===== config.mk =====
export PLATFORM = sky130hd
export DESIGN_NAME = adc128s022_responder
export DESIGN_NICKNAME = d
export VERILOG_FILES = /design/src/rtl/adc128s022_responder.sv
export SDC_FILE = /design/constraint.sdc
export NUM_CORES = 1
export LEC_CHECK = 0
export CELL_PAD_IN_SITES_DETAIL_PLACEMENT = 2
export CELL_PAD_IN_SITES_GLOBAL_PLACEMENT = 2
export CORE_ASPECT_RATIO = 0.7
export CORE_MARGIN = 8
export CORE_UTILIZATION = 29
export DETAILED_ROUTE_END_ITERATION = 8
export PLACE_DENSITY_LB_ADDON = 0.1
export SLEW_MARGIN = 5
export SYNTH_ARGS = -nofsm -noshare
export SYNTH_HDL_FRONTEND = slang
export SYNTH_SLANG_ARGS = --single-unit
export TNS_END_PERCENT = 100

===== constraint.sdc =====
create_clock -name clk_50 -period 6.2 [get_ports clk_50]
set_clock_uncertainty 0.05 [all_clocks]
set_input_delay 0.93 -clock clk_50 [delete_from_list [all_inputs] [get_ports clk_50]]
set_output_delay 0.93 -clock clk_50 [all_outputs]
set_load 0.005 [all_outputs]

===== src/rtl/adc128s022_responder.sv =====
// -----------------------------------------------------------------------------
// adc128s022_responder
//
// Synthesisable stand-in for an ADC128S022 on the far side of the adc_sck /
// adc_cs_n / din / dout pins. Parallel 12-bit channel words are injected on
// ch_data. The responder decodes the 3-bit channel address shifted in on din
// and returns the addressed channel on dout, MSB first, in the device's
// 16-clock frame format (4 leading zeros, then 12 data bits).
//
// Ports
//   clk_50     : system clock; all logic on its rising edge
//   rst        : synchronous, active-high reset
//   adc_sck    : serial clock from the master (asynchronous, synchronised here)
//   adc_cs_n   : active-low chip select from the master
//   din        : control word from the master (address on rising edges 3..5)
//   ch_data    : NUM_CH packed samples, channel k at [k*CH_W +: CH_W]
//   dout       : serial sample to the master, 0 whenever dout_oe is 0
//   dout_oe    : high while a frame is active (models device tri-state)
//   frame_done : one-cycle pulse per completed 16-clock frame
//   conv_addr  : channel converted in the last completed frame
//   conv_data  : sample sent in the last completed frame
//
// Configuration
//   ADC_EMU_NOISE_EN : when defined, a 16-bit Fibonacci LFSR (taps 16,14,13,11)
//                      XORs its two LSBs into each latched sample and steps
//                      once on the cycle after every latch. When undefined
//                      no LFSR is built and samples pass through unchanged.
//
// SYNC_STAGES must be at least 2.
// -----------------------------------------------------------------------------
module adc128s022_responder #(
  parameter int          CH_W        = 12,
  parameter int          NUM_CH      = 8,
  parameter int          SYNC_STAGES = 2,
  parameter logic [15:0] NOISE_SEED  = 16'hACE1
) (
  input  logic                     clk_50,
  input  logic                     rst,
  input  logic                     adc_sck,
  input  logic                     adc_cs_n,
  input  logic                     din,
  input  logic [NUM_CH*CH_W-1:0]   ch_data,
  output logic                     dout,
  output logic                     dout_oe,
  output logic                     frame_done,
  output logic [2:0]               conv_addr,
  output logic [CH_W-1:0]          conv_data
);

  typedef enum logic [1:0] {
    WAIT_HI = 2'd0,
    IDLE    = 2'd1,
    FRAME   = 2'd2
  } state_t;

  // Channels outside 0..NUM_CH-1 read as zero.
  function automatic logic [CH_W-1:0] select_channel(
    input logic [NUM_CH*CH_W-1:0] data,
    input logic [2:0]             addr
  );
    logic [CH_W-1:0] res;
    res = {CH_W{1'b0}};
    for (int k = 0; k < NUM_CH; k++) begin
      res = (addr == k[2:0]) ? data[k*CH_W +: CH_W] : res;
    end
    return res;
  endfunction

  logic [SYNC_STAGES-1:0] sck_sync_r;
  logic [SYNC_STAGES-1:0] cs_sync_r;
  logic [SYNC_STAGES-1:0] din_sync_r;
  logic                   sck_prev_r;
  logic                   cs_prev_r;

  logic sck_s, cs_s, din_s;
  logic sck_rise_s, sck_fall_s, cs_rise_s, cs_fall_s;

  state_t          state_r;
  logic [4:0]      rise_cnt_r;
  logic [4:0]      fall_cnt_r;
  logic [2:0]      addr_cur_r;
  logic [2:0]      addr_next_r;
  logic [CH_W-1:0] sample_r;
  logic            dout_r;
  logic            dout_oe_r;
  logic            frame_done_r;
  logic [2:0]      conv_addr_r;
  logic [CH_W-1:0] conv_data_r;

  logic [4:0]      rise_nxt_s;
  logic [4:0]      fall_nxt_s;
  logic [2:0]      addr_nxt_s;
  logic [CH_W-1:0] sample_nxt_s;
  logic [CH_W-1:0] shifted_s;
  logic            dout_nxt_s;
  logic            latch_s;
  logic            done_s;
  logic            frame_act_s;
  logic [CH_W-1:0] noise_s;

  // Synchroniser chains plus one history flop for edge detection.
  // Chains clear to 0 so a chip select held low through reset is never
  // mistaken for a fresh falling edge.
  always_ff @(posedge clk_50) begin
    if (rst) begin
      sck_sync_r <= {SYNC_STAGES{1'b0}};
      cs_sync_r  <= {SYNC_STAGES{1'b0}};
      din_sync_r <= {SYNC_STAGES{1'b0}};
      sck_prev_r <= 1'b0;
      cs_prev_r  <= 1'b0;
    end else begin
      sck_sync_r <= {sck_sync_r[SYNC_STAGES-2:0], adc_sck};
      cs_sync_r  <= {cs_sync_r[SYNC_STAGES-2:0], adc_cs_n};
      din_sync_r <= {din_sync_r[SYNC_STAGES-2:0], din};
      sck_prev_r <= sck_sync_r[SYNC_STAGES-1];
      cs_prev_r  <= cs_sync_r[SYNC_STAGES-1];
    end
  end

  assign sck_s      = sck_sync_r[SYNC_STAGES-1];
  assign cs_s       = cs_sync_r[SYNC_STAGES-1];
  assign din_s      = din_sync_r[SYNC_STAGES-1];
  assign sck_rise_s = sck_s & ~sck_prev_r;
  assign sck_fall_s = ~sck_s & sck_prev_r;
  assign cs_rise_s  = cs_s & ~cs_prev_r;
  assign cs_fall_s  = ~cs_s & cs_prev_r;

  // SCK edges only count inside a frame that is not being aborted this cycle.
  assign frame_act_s = (state_r == FRAME) && !cs_rise_s;

  // Next-state datapath for one SCK edge inside a frame.
  always_comb begin
    rise_nxt_s   = rise_cnt_r;
    fall_nxt_s   = fall_cnt_r;
    addr_nxt_s   = addr_next_r;
    sample_nxt_s = sample_r;
    dout_nxt_s   = dout_r;
    latch_s      = 1'b0;
    // Falls 5..15 walk the sample MSB-1 down to bit 0.
    shifted_s    = sample_r << (fall_cnt_r - 5'd3);
    if (frame_act_s && sck_rise_s && (rise_cnt_r < 5'd16)) begin
      case (rise_cnt_r)
        5'd2:    addr_nxt_s[2] = din_s;
        5'd3:    addr_nxt_s[1] = din_s;
        5'd4:    addr_nxt_s[0] = din_s;
        default: addr_nxt_s    = addr_next_r;
      endcase
      rise_nxt_s = rise_cnt_r + 5'd1;
    end else if (frame_act_s && sck_fall_s && (fall_cnt_r < 5'd16)) begin
      fall_nxt_s = fall_cnt_r + 5'd1;
      if (fall_cnt_r == 5'd3) begin
        // Fourth fall: the sample is captured here and nowhere else.
        latch_s      = 1'b1;
        sample_nxt_s = select_channel(ch_data, addr_cur_r) ^ noise_s;
        dout_nxt_s   = sample_nxt_s[CH_W-1];
      end else if ((fall_cnt_r >= 5'd4) && (fall_cnt_r <= 5'd14)) begin
        dout_nxt_s = shifted_s[CH_W-1];
      end else begin
        dout_nxt_s = 1'b0;
      end
    end else begin
      dout_nxt_s = dout_r;
    end
    // Completion is judged on updated counts, so whichever edge is last wins.
    done_s = (rise_nxt_s == 5'd16) && (fall_nxt_s == 5'd16);
  end

`ifdef ADC_EMU_NOISE_EN
  logic [15:0] lfsr_r;
  logic        lfsr_step_r;

  function automatic logic [15:0] lfsr_advance(input logic [15:0] cur);
    return {cur[14:0], cur[15] ^ cur[13] ^ cur[12] ^ cur[10]};
  endfunction

  // Noise LFSR advances on the cycle after each sample latch.
  always_ff @(posedge clk_50) begin
    if (rst) begin
      lfsr_r      <= NOISE_SEED;
      lfsr_step_r <= 1'b0;
    end else begin
      lfsr_step_r <= latch_s;
      if (lfsr_step_r) begin
        lfsr_r <= lfsr_advance(lfsr_r);
      end else begin
        lfsr_r <= lfsr_r;
      end
    end
  end

  assign noise_s = {{(CH_W-2){1'b0}}, lfsr_r[1:0]};
`else
  assign noise_s = {CH_W{1'b0}};
  logic unused_cfg_s;
  assign unused_cfg_s = latch_s ^ (^NOISE_SEED);
`endif

  // Frame control FSM with registered outputs.
  always_ff @(posedge clk_50) begin
    if (rst) begin
      state_r      <= WAIT_HI;
      rise_cnt_r   <= 5'd0;
      fall_cnt_r   <= 5'd0;
      addr_cur_r   <= 3'd0;
      addr_next_r  <= 3'd0;
      sample_r     <= {CH_W{1'b0}};
      dout_r       <= 1'b0;
      dout_oe_r    <= 1'b0;
      frame_done_r <= 1'b0;
      conv_addr_r  <= 3'd0;
      conv_data_r  <= {CH_W{1'b0}};
    end else begin
      frame_done_r <= 1'b0;
      case (state_r)
        WAIT_HI: begin
          // Re-arm only once CS has been seen high, so a reset inside a
          // frame cannot pick the frame up halfway.
          dout_r    <= 1'b0;
          dout_oe_r <= 1'b0;
          state_r   <= cs_s ? IDLE : WAIT_HI;
        end
        IDLE: begin
          dout_r <= 1'b0;
          if (cs_fall_s) begin
            state_r     <= FRAME;
            rise_cnt_r  <= 5'd0;
            fall_cnt_r  <= 5'd0;
            addr_cur_r  <= 3'd0;
            addr_next_r <= 3'd0;
            dout_oe_r   <= 1'b1;
          end else begin
            state_r   <= IDLE;
            dout_oe_r <= 1'b0;
          end
        end
        FRAME: begin
          if (cs_rise_s) begin
            state_r   <= IDLE;
            dout_r    <= 1'b0;
            dout_oe_r <= 1'b0;
          end else begin
            state_r     <= FRAME;
            dout_oe_r   <= 1'b1;
            dout_r      <= dout_nxt_s;
            sample_r    <= sample_nxt_s;
            addr_next_r <= addr_nxt_s;
            if (done_s) begin
              // Frame complete: publish it and chain straight into the next.
              frame_done_r <= 1'b1;
              conv_addr_r  <= addr_cur_r;
              conv_data_r  <= sample_nxt_s;
              addr_cur_r   <= addr_nxt_s;
              rise_cnt_r   <= 5'd0;
              fall_cnt_r   <= 5'd0;
            end else begin
              rise_cnt_r <= rise_nxt_s;
              fall_cnt_r <= fall_nxt_s;
            end
          end
        end
        default: begin
          state_r   <= WAIT_HI;
          dout_r    <= 1'b0;
          dout_oe_r <= 1'b0;
        end
      endcase
    end
  end

  assign dout       = dout_r;
  assign dout_oe    = dout_oe_r;
  assign frame_done = frame_done_r;
  assign conv_addr  = conv_addr_r;
  assign conv_data  = conv_data_r;

endmodule


Word-level counts from Yosys, hierarchy flattened
Cells that the tools add are included.
Widths: inputs -> output; s select.
{ "op_classes": {"addsub": 3, "n_lt_le_gt_ge": 4, "eq_ne": 18, "n_shift": 1, "muxes": 41, "bitwise_logic": 11, "n_reduce_logical": 17} }
{ "op_table": {"columns": ["op", "count"], "rows": [
  ["$mux 12", 11],
  ["$mux 5", 8],
  ["$pmux 5 s2", 2],
  ["$eq 5x2->1 const B", 3],
  ["$mux 3", 5],
  ["$eq 3x3->1 const B", 4],
  ["$pmux 3 s2", 2],
  ["$shl 12x5->12", 1],
  ["$add 5x1->5 const B", 2],
  ["$eq 5x5->1 const B", 2],
  ["$lt 5x5->1 const B", 2],
  ["$mux 1", 9],
  ["$logic_and 1x1->1", 7],
  ["$not 1->1", 7],
  ["$eq 3x2->1 const B", 2],
  ["$ne 2x2->1 const B", 3],
  ["$pmux 2 s3", 1],
  ["$reduce_and 3->1", 2],
  ["$eq 5x3->1 const B", 1],
  ["$ge 5x3->1 const B", 1],
  ["$le 5x4->1 const B", 1],
  ["$sub 5x2->5 const B", 1],
  ["$and 1x1->1", 4],
  ["$mux 2", 2],
  ["11 further kinds", 12]
]} }
{ "totals": {"register_bits": 56, "in_bits": 101, "out_inout_bits": 18, "word_cells": 111} }

Logic depth before layout (Yosys ltp)
{ "depth": {"word_depth": 13, "ltp_mapped": 10, "mapped_depth_nobuf": 8} }

Worst setup path before layout
Ideal clock, no wire load.
{ "synth_path": {"path_kind": "reg2reg", "startpoint": "register state_r[0]", "endpoint": "register conv_data_r[10] (netlist: conv_data[10])", "setup_time_ns": 0.121, "t_arrival_ns": 2.393, "required_ns": 6.029, "setup_slack_ns": 3.636, "path_stages_with_launch": 11, "n_path_buf": 2, "period_less_slack_ns": 2.564, "cell_sequence": "dfxtp_1 -> inv_1 -> ha_1 -> clkbuf_2 -> inv_1 -> or3_4 -> o41ai_2 -> nand4_4 -> nor2_8 -> buf_12 -> mux2_4"} }
{ "synth_between": {"elab_chain_cells": 9, "word_cells_on_any_way": 15, "cone_classes": "eq/ne: 3; mux: 5; reduce/logical: 7"} }
{ "synth_lines": {"columns": ["item", "line_no", "rtl"], "rows": [
  ["from (decl)", "78", "state_t state_r;"],
  ["from (signal assigned)", "220", "state_r <= cs_s ? IDLE : WAIT_HI;"],
  ["$eq 2x2->1 *", "129, 214", null],
  ["$logic_and 1x1->1", "129", "assign frame_act_s = (state_r == FRAME) && !cs_rise_s;"],
  ["$logic_and 1x1->1 (2 in a row)", "149", "end else if (frame_act_s && sck_fall_s && (fall_cnt_r < 5'd16)) begin"],
  ["$mux 5", "149", null],
  ["$mux 5", "141", "if (frame_act_s && sck_rise_s && (rise_cnt_r < 5'd16)) begin"],
  ["$eq 5x5->1", "165", "done_s = (rise_nxt_s == 5'd16) && (fall_nxt_s == 5'd16);"],
  ["$logic_and 1x1->1", "165", null],
  ["$reduce_and 3->1 (no source line)", null, null],
  ["to (signal assigned)", "211", "conv_data_r <= {CH_W{1'b0}};"],
  ["to (signal assigned)", "251", "conv_data_r <= sample_nxt_s;"],
  ["to (decl)", "88", "logic [CH_W-1:0] conv_data_r;"]
]} }
Every way passes the cells marked *; elsewhere a longest branch is shown, timed or not.
A chain may end at the register's enable or synchronous reset.

Final worst setup path
{ "layout_path": {"startpoint": "register state_r[0]", "endpoint": "register conv_data_r[0] (netlist: conv_data[0])"} }
Same word-level chain as after synthesis.

==> impl_summary.txt <==
----------------------------------------------------
[Hold path]
  Hold path startpoint ... cs_sync_r[0]
  Capture endpoint of the worst hold path ... cs_sync_r[1]
  Hold crit path type ... reg -> reg
  Worst hold path stage count ... 1

[Power and ir drop]
  Worst-case vdd ir drop ... 0.000118 V
  Power density of the placed cells ... 155 mW/mm2
  Leakage component of the power ... 1.69 nW
  Overall Power ... 767 uW

[Route]
  Post-detailed-route DRC marker count ... 0
  Via density per instance ... 5.22
  DRT Pass-1 Iters ... 4
  Number of nets with antenna violations after routing ... 0
  WL/cell ... 20.8 um
  Detailed router's first-iteration violation count ... 139
  Number of vias after detailed routing ... 3376
  Total Wirelength ... 13.5 mm

[Final layout]
  Number of non-filler instances in the completed layout ... 647
  Number of antenna cells inserted ... 0
  Summed area of non-filler cells in the final layout ... 0.00495 mm2
  Fraction of layout cells with a size suffix above 1 ... 11.0%
  Fill count ... 1295
  Layout Area Growth over Synthesis ... 40.1%
  Final-stage net count ... 598

[Global route]
  Antenna violations before repair ... 0
  Global-route wire length before repair ... 21.3 mm
  Largest net degree at the start of global routing ... 60
  Via count of the first global-routing pass ... 3582
  Total congestion overflow ... 0
  Total GRT Usage ... 16.8%

[Critical path]
  CP Launch Type ... flip-flop
  Worst setup path start ... state_r[0]
  R2r worst-path depth ... 8
  CP required ... 6.34 ns
  Worst reg-to-reg setup slack ... 2.92 ns
  Endpoint of the most critical register-to-register path ... conv_data[0]
  Maximum net fanout on the critical path ... 16
  Worst Setup Path Type ... reg -> reg
  Endpoint kind of the worst setup timing path ... flip-flop
  Data arrival, critical path ... 3.42 ns
  Startpoint of the worst-slack reg-to-reg timing path ... state_r[0]

[Place]
  Placed cell area ... 0.00480 mm2
  Number of placed instances, taps included ... 639
  Final weighted congestion in routability-driven placement ... 0.748
  Total half-perimeter wirelength after legalization and detailed placement ... 10.6 mm
  Number of input and output port buffers inserted ... 118

[STA]
  Final worst path period share ... 52.9%
  Unrepaired setup endpoints after global routing ... no
  Max Freq ... 305 MHz
  Clock period minus worst slack ... 3.28 ns
  Final number of setup-violating endpoints ... 0
  Headroom to the max-slew limit ... 28.4%
  Tightest Pin Transition ... 1.07 ns
  Final total negative setup slack ... 0 ns
  Final hold violations ... 0
  Final hold slack ... 0.385 ns
  Slew Viols, Final ... 0

[Clock network]
  Number of buffers on the longest clock path ... 2
  # Post-CTS Setup Buffers ... 0
  Number of clock buffers inserted by TritonCTS ... 5
  Root buffer selected by CTS ... sky130_fd_sc_hd__clkbuf_16
  Clock tree from TritonCTS ... yes
  CTS Sinks ... 56
  Clock transition at path regs ... 0.09 ns
  Deepest level of the CTS H-tree ... 2
  Quantity of gates resized following cts ... 0
  Clock network latency to the later pin of the worst-skew pair ... 0.31 ns
  Hold bufs inserted after CTS ... 0

[Logic synthesis]
  Number of enable-type register cells in the synthesized netlist ... 0
  Cell variety after synth ... 50
  Portion of netlist area occupied by mux cells ... 21.2%
  Count of mapped cells out of synthesis ... 392
  Average size of a mapped cell ... 9.02 um2
  Post-synthesis compound-gate area fraction ... 16.5%
  Total nets after synthesis ... 501
  Top_reg_cell synth ... sky130_fd_sc_hd__dfxtp_1
  Leading cell types by total area after synthesis ... sky130_fd_sc_hd__dfxtp_1 (32%), sky130_fd_sc_hd__mux4_2 (8.9%), sky130_fd_sc_hd__mux2i_1 (4.8%), sky130_fd_sc_hd__a21oi_1 (4.7%), sky130_fd_sc_hd__nor2b_1 (4.6%)
  Adder-cell area share of the yosys netlist ... 2.83%
  Share of flip-flops with an asynchronous set or reset after synthesis ... 0%
  Cell taking the most area after synthesis ... sky130_fd_sc_hd__dfxtp_1
  Post-synthesis register bit count ... 56
  Fraction of synthesized cell area taken by the top area cell type ... 31.7%
  Largest family of logic cells by synthesized area ... simple AND/OR/NAND/NOR gates
  Area fraction in and, or, nand and nor cells after synthesis ... 21.5%
  Synthesis warning total ... 0
  Post-synthesis instance area ... 0.00354 mm2
  Post-synthesis xor/xnor area fraction ... 0.991%
  Part of the Yosys area used for sequential elements ... 31.7%

[Run status]
  Outcome ... finished clean

[Die]
  Effective utilization at floorplan ... 29.9%
  Overall die width ... 148 um
  Number of placement rows ... 33
  Core region area ... 0.0118 mm2
  Io pins ... 119
  Die H ... 108 um
  Die outline area ... 0.0160 mm2

[Run]
  Max capacitance violation total ... 0

----------------------------------------------------
[report_power, final]
| part | internal, mW | total, mW | leakage [nW] | switching, mW |
|---|---|---|---|---|
| Clock | 0.156 | 0.307 | 0.0767 | 0.151 |
| Combinational | 0.0693 | 0.0957 | 1.16 | 0.0264 |
| Sequential | 0.362 | 0.364 | 0.452 | 0.00250 |
[cells in the mapped netlist, types with 11 or more instances]
master                      n
sky130_fd_sc_hd__a21oi_1   33
sky130_fd_sc_hd__clkbuf_1  25
sky130_fd_sc_hd__dfxtp_1   56
sky130_fd_sc_hd__inv_1     12
sky130_fd_sc_hd__mux2_2    14
sky130_fd_sc_hd__mux2i_1   17
sky130_fd_sc_hd__mux4_2    14
sky130_fd_sc_hd__nand2_1   31
sky130_fd_sc_hd__nand2b_1  11
sky130_fd_sc_hd__nor2_1    23
sky130_fd_sc_hd__nor2b_1   26
sky130_fd_sc_hd__nor3_1    13
[flip-flops by register name, summed over array words and instances, names as in the netlist]
name / cells
din_sync_r: 2
conv_addr: 3
sck_prev_r: 1
addr_next_r: 3
state_r: 2
conv_data: 12
frame_done: 1
rise_cnt_r: 5
dout_oe: 1
cs_sync_r: 2
sample_r: 12
addr_cur_r: 3
cs_prev_r: 1
fall_cnt_r: 5
dout: 1
sck_sync_r: 2
[how the worst max path moves through the flow]
| stage | depth (start not counted) | slack [ns] | endpoint |
|---|---|---|---|
| 4_1_cts | 8 | 2.89 | conv_data[0] |
| 3_5_place_dp | 8 | 2.91 | conv_data[0] |
| 2_1_floorplan | 10 | 3.64 | conv_data[10] |
| 3_3_place_gp | 8 | 3.07 | conv_data[1] |
| 6_report | 8 | 2.92 | conv_data[0] |
| 5_1_grt | 8 | 2.69 | conv_data[0] |
[kinds of logic (layout without fill, tap and decap cells)]
kind of cell	after synthesis	after routing
mux	52	52
compound gates	88	88
simple gates	139	139
xor+xnor	4	4
fa+ha+maj	8	8
flops	56	56
buf+inv	45	143
[layer usage]
metal	share of wire, %	track usage (%)	vias up
li1	-	-	1617
met1	51	24.1	1679
met2	44	25.9	73
met3	4.6	3.30	7
met4	0.58	2.61	0
met5	0	0	-
[layout make-up]
cell class / count / area [um2] / area share, %
inverters: 12 / 45.0 / 0.909
repair buffers: 123 / 1210 / 24.5
multi-input cells: 291 / 2220 / 44.9
clock buffers: 5 / 125 / 2.53
well taps: 157 / 196 / 3.96
flip-flops and latches: 56 / 1120 / 22.6
clock inverters: 3 / 28.8 / 0.581
[layout by cell type, fill, tap and decap left out, types with 12 or more instances in the layout]
master	synthesis	layout
sky130_fd_sc_hd__inv_1	12	12
sky130_fd_sc_hd__nor2b_1	26	26
sky130_fd_sc_hd__dfxtp_1	56	56
sky130_fd_sc_hd__mux2i_1	17	17
sky130_fd_sc_hd__clkdlybuf4s50_1	0	117
sky130_fd_sc_hd__mux4_2	14	14
sky130_fd_sc_hd__nor2_1	23	23
sky130_fd_sc_hd__nand2_1	31	31
sky130_fd_sc_hd__nor3_1	13	13
sky130_fd_sc_hd__mux2_2	14	14
sky130_fd_sc_hd__a21oi_1	33	33
[stage by stage]
stage	setup slack, ns	util [%]
after global routing	2.69	42.0
after floorplan	3.64	-
after CTS	2.89	42.0
final	2.92	42.0
after detailed placement	2.91	40.7
after global placement	3.07	40.7
[worst max-delay path, cell delays in order (launching register included)]
cell and delay (ns):
sky130_fd_sc_hd__dfxtp_1 0.34, sky130_fd_sc_hd__inv_1 0.08, sky130_fd_sc_hd__ha_1 0.52, sky130_fd_sc_hd__inv_1 0.27
sky130_fd_sc_hd__or3_4 0.45, sky130_fd_sc_hd__o41ai_2 0.38, sky130_fd_sc_hd__nand4_4 0.30, sky130_fd_sc_hd__nor2_8 0.37
sky130_fd_sc_hd__mux2_2 0.39
Power figures use the tool's default switching activity.
